==> config.mk <==
export PLATFORM = sky130hd
export DESIGN_NAME = mips_seq_divider
export DESIGN_NICKNAME = d
export VERILOG_FILES = /design/src/rtl/mips_pkg.sv /design/src/rtl/div_step.sv /design/src/rtl/mips_seq_divider.sv
export SDC_FILE = /design/constraint.sdc
export NUM_CORES = 1
export LEC_CHECK = 0
export CORE_ASPECT_RATIO = 0.6
export CORE_UTILIZATION = 52
export CTS_CLUSTER_SIZE = 12
export DETAILED_ROUTE_END_ITERATION = 10
export HOLD_SLACK_MARGIN = 0.15
export PLACE_DENSITY_LB_ADDON = 0.08
export SYNTH_ARGS = -nofsm -noshare
export SYNTH_HDL_FRONTEND = slang
export SYNTH_SLANG_ARGS = --single-unit
==> constraint.sdc <==
create_clock -name clk -period 4.7 [get_ports clk]
set_input_delay 0.94 -clock clk [delete_from_list [all_inputs] [get_ports clk]]
set_output_delay 0.94 -clock clk [all_outputs]
set_load 0.02 [all_outputs]
==> src/rtl/mips_pkg.sv <==
// Shared definitions for the MIPS core datapath blocks.
// Holds the sequential divider's state encoding and default widths.
package mips_pkg;

    localparam int DIV_WIDTH     = 32;
    localparam int DIV_CNT_WIDTH = 6;

    typedef enum logic [1:0] {
        DIV_IDLE = 2'd0,
        DIV_BUSY = 2'd1,
        DIV_DONE = 2'd2
    } div_state_t;

endpackage

==> src/rtl/div_step.sv <==
// One radix-2 restoring division step: shift {rem,q} left and subtract the divisor
// when it fits. Purely combinational.
module div_step
    import mips_pkg::*;
#(
    parameter int WIDTH = DIV_WIDTH
) (
    input  logic [WIDTH-1:0] rem,
    input  logic [WIDTH-1:0] q,
    input  logic [WIDTH-1:0] divisor,
    output logic [WIDTH-1:0] rem_next,
    output logic [WIDTH-1:0] q_next
);

    logic [WIDTH:0] w_shift;
    logic [WIDTH:0] w_trial;

    // With rem < divisor the shifted value stays below 2*divisor, so one extra
    // bit is enough for the trial sign; with divisor 0 rem only ever holds a prefix of |a|.
    assign w_shift = {rem, q[WIDTH-1]};
    assign w_trial = w_shift - {1'b0, divisor};

    always_comb begin
        rem_next = w_shift[WIDTH-1:0];
        q_next   = {q[WIDTH-2:0], 1'b0};
        if (!w_trial[WIDTH]) begin
            rem_next = w_trial[WIDTH-1:0];
            q_next   = {q[WIDTH-2:0], 1'b1};
        end
    end

endmodule

==> src/rtl/mips_seq_divider.sv <==
// Multi-cycle restoring divider for DIV/DIVU feeding the LO/HI register block.
// Fixed 33-cycle latency from an accepted start to the done pulse.
module mips_seq_divider
    import mips_pkg::*;
#(
    parameter int WIDTH = DIV_WIDTH,
    parameter int CNT_W = DIV_CNT_WIDTH
) (
    input  logic             clk,
    input  logic             rst_n,
    input  logic             start,
    input  logic             is_signed,
    input  logic [WIDTH-1:0] operand_a,
    input  logic [WIDTH-1:0] operand_b,
    output logic             busy,
    output logic             done,
    output logic [WIDTH-1:0] out_lo,
    output logic [WIDTH-1:0] out_hi
);

    localparam logic [CNT_W-1:0] LAST_CNT = CNT_W'(WIDTH - 1);

    div_state_t       r_state;
    logic [CNT_W-1:0] r_cnt;
    logic [WIDTH-1:0] r_rem;
    logic [WIDTH-1:0] r_q;
    logic [WIDTH-1:0] r_div;
    logic             r_neg_q;
    logic             r_neg_r;
    logic             r_busy;
    logic             r_done;
    logic [WIDTH-1:0] r_lo;
    logic [WIDTH-1:0] r_hi;

    logic [WIDTH-1:0] w_abs_a;
    logic [WIDTH-1:0] w_abs_b;
    logic             w_neg_q;
    logic             w_neg_r;
    logic [WIDTH-1:0] w_rem_next;
    logic [WIDTH-1:0] w_q_next;

    // 0x80000000 negates to itself, which is the correct unsigned magnitude.
    assign w_abs_a = (is_signed && operand_a[WIDTH-1]) ? (~operand_a + 1'b1) : operand_a;
    assign w_abs_b = (is_signed && operand_b[WIDTH-1]) ? (~operand_b + 1'b1) : operand_b;
    assign w_neg_q = is_signed & (operand_a[WIDTH-1] ^ operand_b[WIDTH-1]) & (|operand_b);
    assign w_neg_r = is_signed & operand_a[WIDTH-1];

    div_step #(
        .WIDTH    (WIDTH)
    ) u_step (
        .rem      (r_rem),
        .q        (r_q),
        .divisor  (r_div),
        .rem_next (w_rem_next),
        .q_next   (w_q_next)
    );

    always_ff @(posedge clk) begin
        if (!rst_n) begin
            r_state <= DIV_IDLE;
            r_cnt   <= '0;
            r_rem   <= '0;
            r_q     <= '0;
            r_div   <= '0;
            r_neg_q <= 1'b0;
            r_neg_r <= 1'b0;
            r_busy  <= 1'b0;
            r_done  <= 1'b0;
            r_lo    <= '0;
            r_hi    <= '0;
        end else begin
            r_done <= 1'b0;
            case (r_state)
                DIV_IDLE, DIV_DONE: begin
                    if (start) begin
                        r_state <= DIV_BUSY;
                        r_busy  <= 1'b1;
                        r_cnt   <= '0;
                        r_rem   <= '0;
                        r_q     <= w_abs_a;
                        r_div   <= w_abs_b;
                        r_neg_q <= w_neg_q;
                        r_neg_r <= w_neg_r;
                    end else begin
                        r_state <= DIV_IDLE;
                    end
                end
                DIV_BUSY: begin
                    r_rem <= w_rem_next;
                    r_q   <= w_q_next;
                    r_cnt <= r_cnt + 1'b1;
                    // Final step: results are sign-corrected straight from the step outputs.
                    if (r_cnt == LAST_CNT) begin
                        r_state <= DIV_DONE;
                        r_busy  <= 1'b0;
                        r_done  <= 1'b1;
                        r_lo    <= r_neg_q ? (~w_q_next + 1'b1) : w_q_next;
                        r_hi    <= r_neg_r ? (~w_rem_next + 1'b1) : w_rem_next;
                    end
                end
                default: begin
                    r_state <= DIV_IDLE;
                    r_busy  <= 1'b0;
                end
            endcase
        end
    end

    assign busy   = r_busy;
    assign done   = r_done;
    assign out_lo = r_lo;
    assign out_hi = r_hi;

endmodule

-- After elaboration in Yosys (flattened, before gate mapping)
Index checks and enable logic that the tools add are counted.
Widths: inputs -> output; s select.
- reduce and logical (&&, ||, !) cells: 11
- multiplexer cells: 19
- bitwise operators: 8
- equality and inequality tests: 5
- add/subtract/negate cells: 6
- operator list (kind ; count):
    $mux 32 ; 7
    $add 32x1->32 const B ; 4
    $not 32->32 ; 4
    $pmux 32 s2 ; 2
    $sub 33x32->33 ; 1
    $reduce_or 32->1 ; 1
    $pmux 6 s2 ; 1
    $reduce_and 2->1 ; 5
    $add 6x1->6 const B ; 1
    $eq 6x5->1 const B ; 1
    $mux 6 ; 1
    $mux 1 ; 5
    $ne 2x2->1 const B ; 2
    $pmux 2 s2 ; 1
    $and 1x1->1 ; 3
    $eq 2x1->1 const B ; 1
    $eq 2x2->1 const B ; 1
    $logic_and 1x1->1 ; 2
    $logic_not 2->1 ; 1
    $mux 2 ; 1
    $pmux 1 s2 ; 1
    $reduce_bool 2->1 ; 1
    $reduce_or 2->1 ; 1
    $xor 1x1->1 ; 1
- flip-flop bits (word level): 172
- bits of input ports: 68
- logic and storage cells: 60
- output and inout port bits: 66

-- Longest topological paths before layout
- depth after elaboration: 5
- gate-level depth with buffers: 25
- mapped depth without buffers: 23

-- By module
Synthesis repeated with hierarchy kept, for this count alone.
- cell total of the unflattened synthesis: 1442
- area, all modules: 11541.1 um^2
- modules (own cells, without submodules) (module ; area each (um^2) ; cells each ; instances ; seq. area each (um^2)):
    mips_seq_divider ; 9052.4 ; 1100 ; 1 ; 3443.3
    div_step ; 2488.6 ; 342 ; 1 ; 0.0

-- Least setup slack after synthesis
OpenSTA, ideal clock, no wires.
- path type: reg-to-reg
- start: register r_q[31]
- end: register r_hi[28] (netlist: out_hi[28])
- arrival: 4.984 ns
- cell stages (with the launch flop): 25
- setup slack: -0.417 ns
- setup time: 0.133 ns
- data required time: 4.567 ns
- period minus slack after synthesis: 5.117 ns
- path buffers: 2
- cell sequence: dfxtp_1 inv_1 ha_1 fa_1 nor2b_1 o311a_2 o211ai_2 a2111oi_4 o21a_4 nor2_4 inv_2 clkbuf_1 buf_1 o21ai_0 inv_1 ha_1 nand2_1 a221oi_1 and3_1 nor4b_1 mux2i_1 or3_1 nor3_1 or3_1 a31oi_1
- word-level cells in the longest chain between the ends: 5
- ends and longest elaborated chain (element ; line ; RTL):
    start: declaration ; mips_seq_divider.sv:26 ; logic [WIDTH-1:0] r_q;
    start signal: assignment ; mips_seq_divider.sv:80 ; r_q <= w_abs_a;
    start signal: assignment ; mips_seq_divider.sv:90 ; r_q <= w_q_next;
    $sub 33x32->33 ; div_step.sv:21 ; assign w_trial = w_shift - {1'b0, divisor};
    $mux 32 * ; div_step.sv:26 ; if (!w_trial[WIDTH]) begin
    $not 32->32 ; mips_seq_divider.sv:98 ; r_hi <= r_neg_r ? (~w_rem_next + 1'b1) : w_rem_next;
    $add 32x1->32 ; mips_seq_divider.sv:98 ;
    $mux 32 * ; mips_seq_divider.sv:98 ;
    end signal: assignment ; mips_seq_divider.sv:98 ;
    end: declaration ; mips_seq_divider.sv:33 ; logic [WIDTH-1:0] r_hi;
Mark *: on every way between the ends. The rest lies on a longest branch, timed or not.
A chain may end at the register's enable or synchronous reset.

-- Worst setup path after layout
- start: register r_q[31]
- end: register r_hi[30] (netlist: out_hi[30])
The elaborated chain is that of the path after synthesis.

==> flow_summary.yaml <==
status:
  status: "finished clean"
cells_and_area:
  layout-drive-gt1-share: 0.105
  final_core_util: 0.662
  antenna_cells: 0
  syn_to_final_growth_pct: 22.6
  fin_cells: 1951
  final_nets: 1765
synthesis:
  synth-async-reset-ratio: 0
  synth_seq_cells: 172
  syn_area_mm2: 0.0116
  ys_warn_count: 0
  syn_avg_cell_area_um2: 7.56
  synth_cells: 1529
  synth_cell_types: 78
  synthFlopType: "dfxtp_1"
  synthesis.nets: 1635
  synth-seq-area-share: 0.298
  synth_edf_count: 0
setup_path:
  r2r_start: "r_q[31]"
  critPathLaunchType: "flip-flop"
  worstSetupPathType: "flip-flop to flip-flop"
  required_ns: 5.02
  crit_path_start: "r_q[31]"
  cp.arrival_ns: 4.97
  ff2ff_path_depth: 22
  r2r_end: "out_hi[30]"
  endpoint_kind: "flip-flop"
  r2r_slack_ns: 0.05
  cp_max_fo: 5
grt:
  grt-ovfl-total: 0
  grtUsageTotal: 0.342
  antenna_found_initial: 0
  grt_max_degree: 67
  grt_pass1_wl_um: 60900
  grt_pass1_vias: 10700
routing:
  remaining_drc_errors: 0
  via_per_inst: 6.20
  drt-total-wl_um: 39400
  wl_per_cell_um: 20.2
  ant_nets: 0
  drtIter0Drc: 1595
  dr.pass1.iters: 5
  vias: 12100
timing:
  worstMarginPinSlew_ns: 1.21
  period_needed_ns: 4.65
  fin_ws_ns: 0.0451
  fin_skew_ns: 0.0166
  setup_viol: 0
  drv_slew: 0
  timing.slew.headroom: 0.190
  finalCritPeriodShare: 0.990
  hold_viol: 0
  finalSetupTns_ns: 0
  rsz0062_at_grt: "true"
  timing.fmax_mhz: 215
worst_hold_path:
  whs_path_depth: 2
  hold_class: "flip-flop to flip-flop"
  holdPathEnd: "out_hi[12]"
  holdCritStartpoint: "out_hi[12]"
clocking:
  clkSinkCount: 172
  clockBufferDepth: 2
  numCtsBuffers: 17
  clk_latency_ns: 0.45
  hold_buffers: 0
  h-tree-depth: 4
  cts_tree: "done"
  path_clk_slew_ns: 0.07
  cts-root-buf: "clkbuf_16"
power:
  peakVddDrop_uv: 358
  p_per_area_mw_per_mm2: 457
  power_mw: 6.47
  p_leak_nw: 5.21
placement:
  port_buffers: 133
  place_inst: 1911
  dp_slack_ns: -0.0580
  place_hpwl_um: 30400
  place_congestion: 0.970
run:
  drv_cap: 0
die:
  row_count: 41
  die_w_um: 194
  num_io_pins: 134
  dieArea_mm2: 0.0229
  start_util: 0.540
  die_h_um: 117
  fp.coreArea_mm2: 0.0214
==> flip-flops by register name, summed over array words and instances, names as in the netlist <==
name,flops
r_cnt,6
r_q,32
r_state,2
out_lo,32
r_neg_r,1
r_neg_q,1
out_hi,32
r_rem,32
busy,1
r_div,32
done,1
==> placed cells by master (no fill, tap or decap), drive strengths merged, types with 32 or more instances in the layout <==
cell / instances
nor2: 189
dfxtp: 172
nand2: 153
a21oi: 140
clkdlybuf4s50: 133
o21ai: 87
xor2: 83
buf: 73
a211oi: 66
inv: 62
xnor2: 45
a22oi: 45
ha: 37
nor3: 32
==> how the worst max path moves through the flow <==
stage | endpoint | slack, ns | cells after the start
finish | out_hi[30] | 0.05 | 22
global route | out_hi[30] | -0.07 | 22
CTS | out_hi[30] | 0.04 | 21
detailed placement | out_hi[30] | -0.06 | 19
global placement | out_hi[28] | 0.11 | 20
floorplan | out_hi[28] | 0.001 | 25
==> cell type report <==
cell class | instances | area [um2]
Timing Repair Buffer | 206 | 1890
Sequential cell | 172 | 3450
Timing Repair inverter | 1 | 5.00
Fill cell | 1891 | 7220
Clock inverter | 13 | 123
Inverter | 55 | 214
Tap cell | 279 | 349
Clock buffer | 19 | 443
Multi-Input combinational cell | 1206 | 7690
==> power breakdown <==
| part | total, mW | internal, mW | switching, mW |
|---|---|---|---|
| clock | 1.39 | 0.714 | 0.676 |
| combinational | 3.42 | 1.34 | 2.08 |
| sequential | 1.66 | 1.54 | 0.119 |
==> per-stage QoR <==
step / area [um2] / hold WS (ns)
3_5_place_dp: 13400 / 0.443
4_1_cts: 14000 / 0.454
3_3_place_gp: 13400 / 0.442
2_1_floorplan: 11600 / 0.432
6_report: 14200 / 0.454
5_1_grt: 14200 / 0.477
==> Yosys cell counts (4+ instances only) <==
cell type	number	area [um2]
a211oi_1	66	495
a21o_1	7	52.6
a21oi_1	140	701
a221oi_1	6	52.6
a22oi_1	45	338
a311oi_1	6	52.6
a31oi_1	13	81.3
a41oi_1	6	52.6
and2_1	12	75.1
and3_1	13	81.3
and4_1	4	35.0
buf_1	13	48.8
buf_2	12	60.1
clkbuf_1	68	255
dfxtp_1	172	3440
ha_1	37	463
inv_1	53	199
mux2_2	7	78.8
mux2i_1	17	170
nand2_1	153	574
nand2b_1	11	68.8
nand3_1	29	145
nand3b_1	5	37.5
nand4_1	11	68.8
nor2_1	188	706
nor2b_1	10	62.6
nor3_1	30	150
nor3b_1	4	30.0
nor4_1	14	87.6
o211ai_1	10	75.1
o21a_1	5	37.5
o21ai_0	86	430
o31a_1	4	35.0
o31ai_1	30	225
o41ai_1	12	105
or2_2	11	68.8
or3_1	25	156
or4_1	12	90.1
xnor2_1	45	394
xor2_1	83	727
==> critical path, cell delays in order (launching register included) <==
cell       delay (ns)
dfxtp_2          0.34
inv_2            0.05
ha_4             0.16
fa_2             0.43
nor2b_4          0.17
o311a_4          0.24
o211ai_4         0.10
a2111oi_4        0.41
buf_4            0.18
o21a_4           0.14
nor2_4           0.05
clkinv_4         0.09
nor2_2           0.04
a21oi_2          0.12
ha_2             0.21
nand2_2          0.05
a221oi_2         0.17
and3_4           0.23
nor4b_4          0.31
a41oi_2          0.18
or3_4            0.41
a222oi_1         0.32
a21oi_1          0.12
==> metal layers <==
layer,track usage,share of wire,up-vias
li1,-,-,5802
met1,0.561,0.51,5658
met2,0.439,0.37,596
met3,0.0774,0.11,39
met4,0.0580,0.0093,0
met5,0,0,-
==> what timing repair did <==
action                                  CTS  global route
endpoints found under the setup margin    4            13
pin swaps                                 0            16
gates resized for setup                   2            31
gates cloned                              0             1
buffers inserted                          0             7
==> cell families (layout without fill, tap and decap cells) <==
| logic type | count (synthesis) | count (layout) | share of synthesized area |
|---|---|---|---|
| adder cells (fa/ha/maj) | 38 | 38 | 0.0418 |
| XOR/XNOR | 128 | 128 | 0.0970 |
| flip-flops | 172 | 172 | 0.298 |
| buffers and inverters | 151 | 294 | 0.0512 |
| AO/OA/AOI/OAI | 473 | 473 | 0.270 |
| AND/OR/NAND/NOR | 543 | 543 | 0.221 |
| multiplexers | 24 | 24 | 0.0215 |
(Power assumes the default switching activity.)
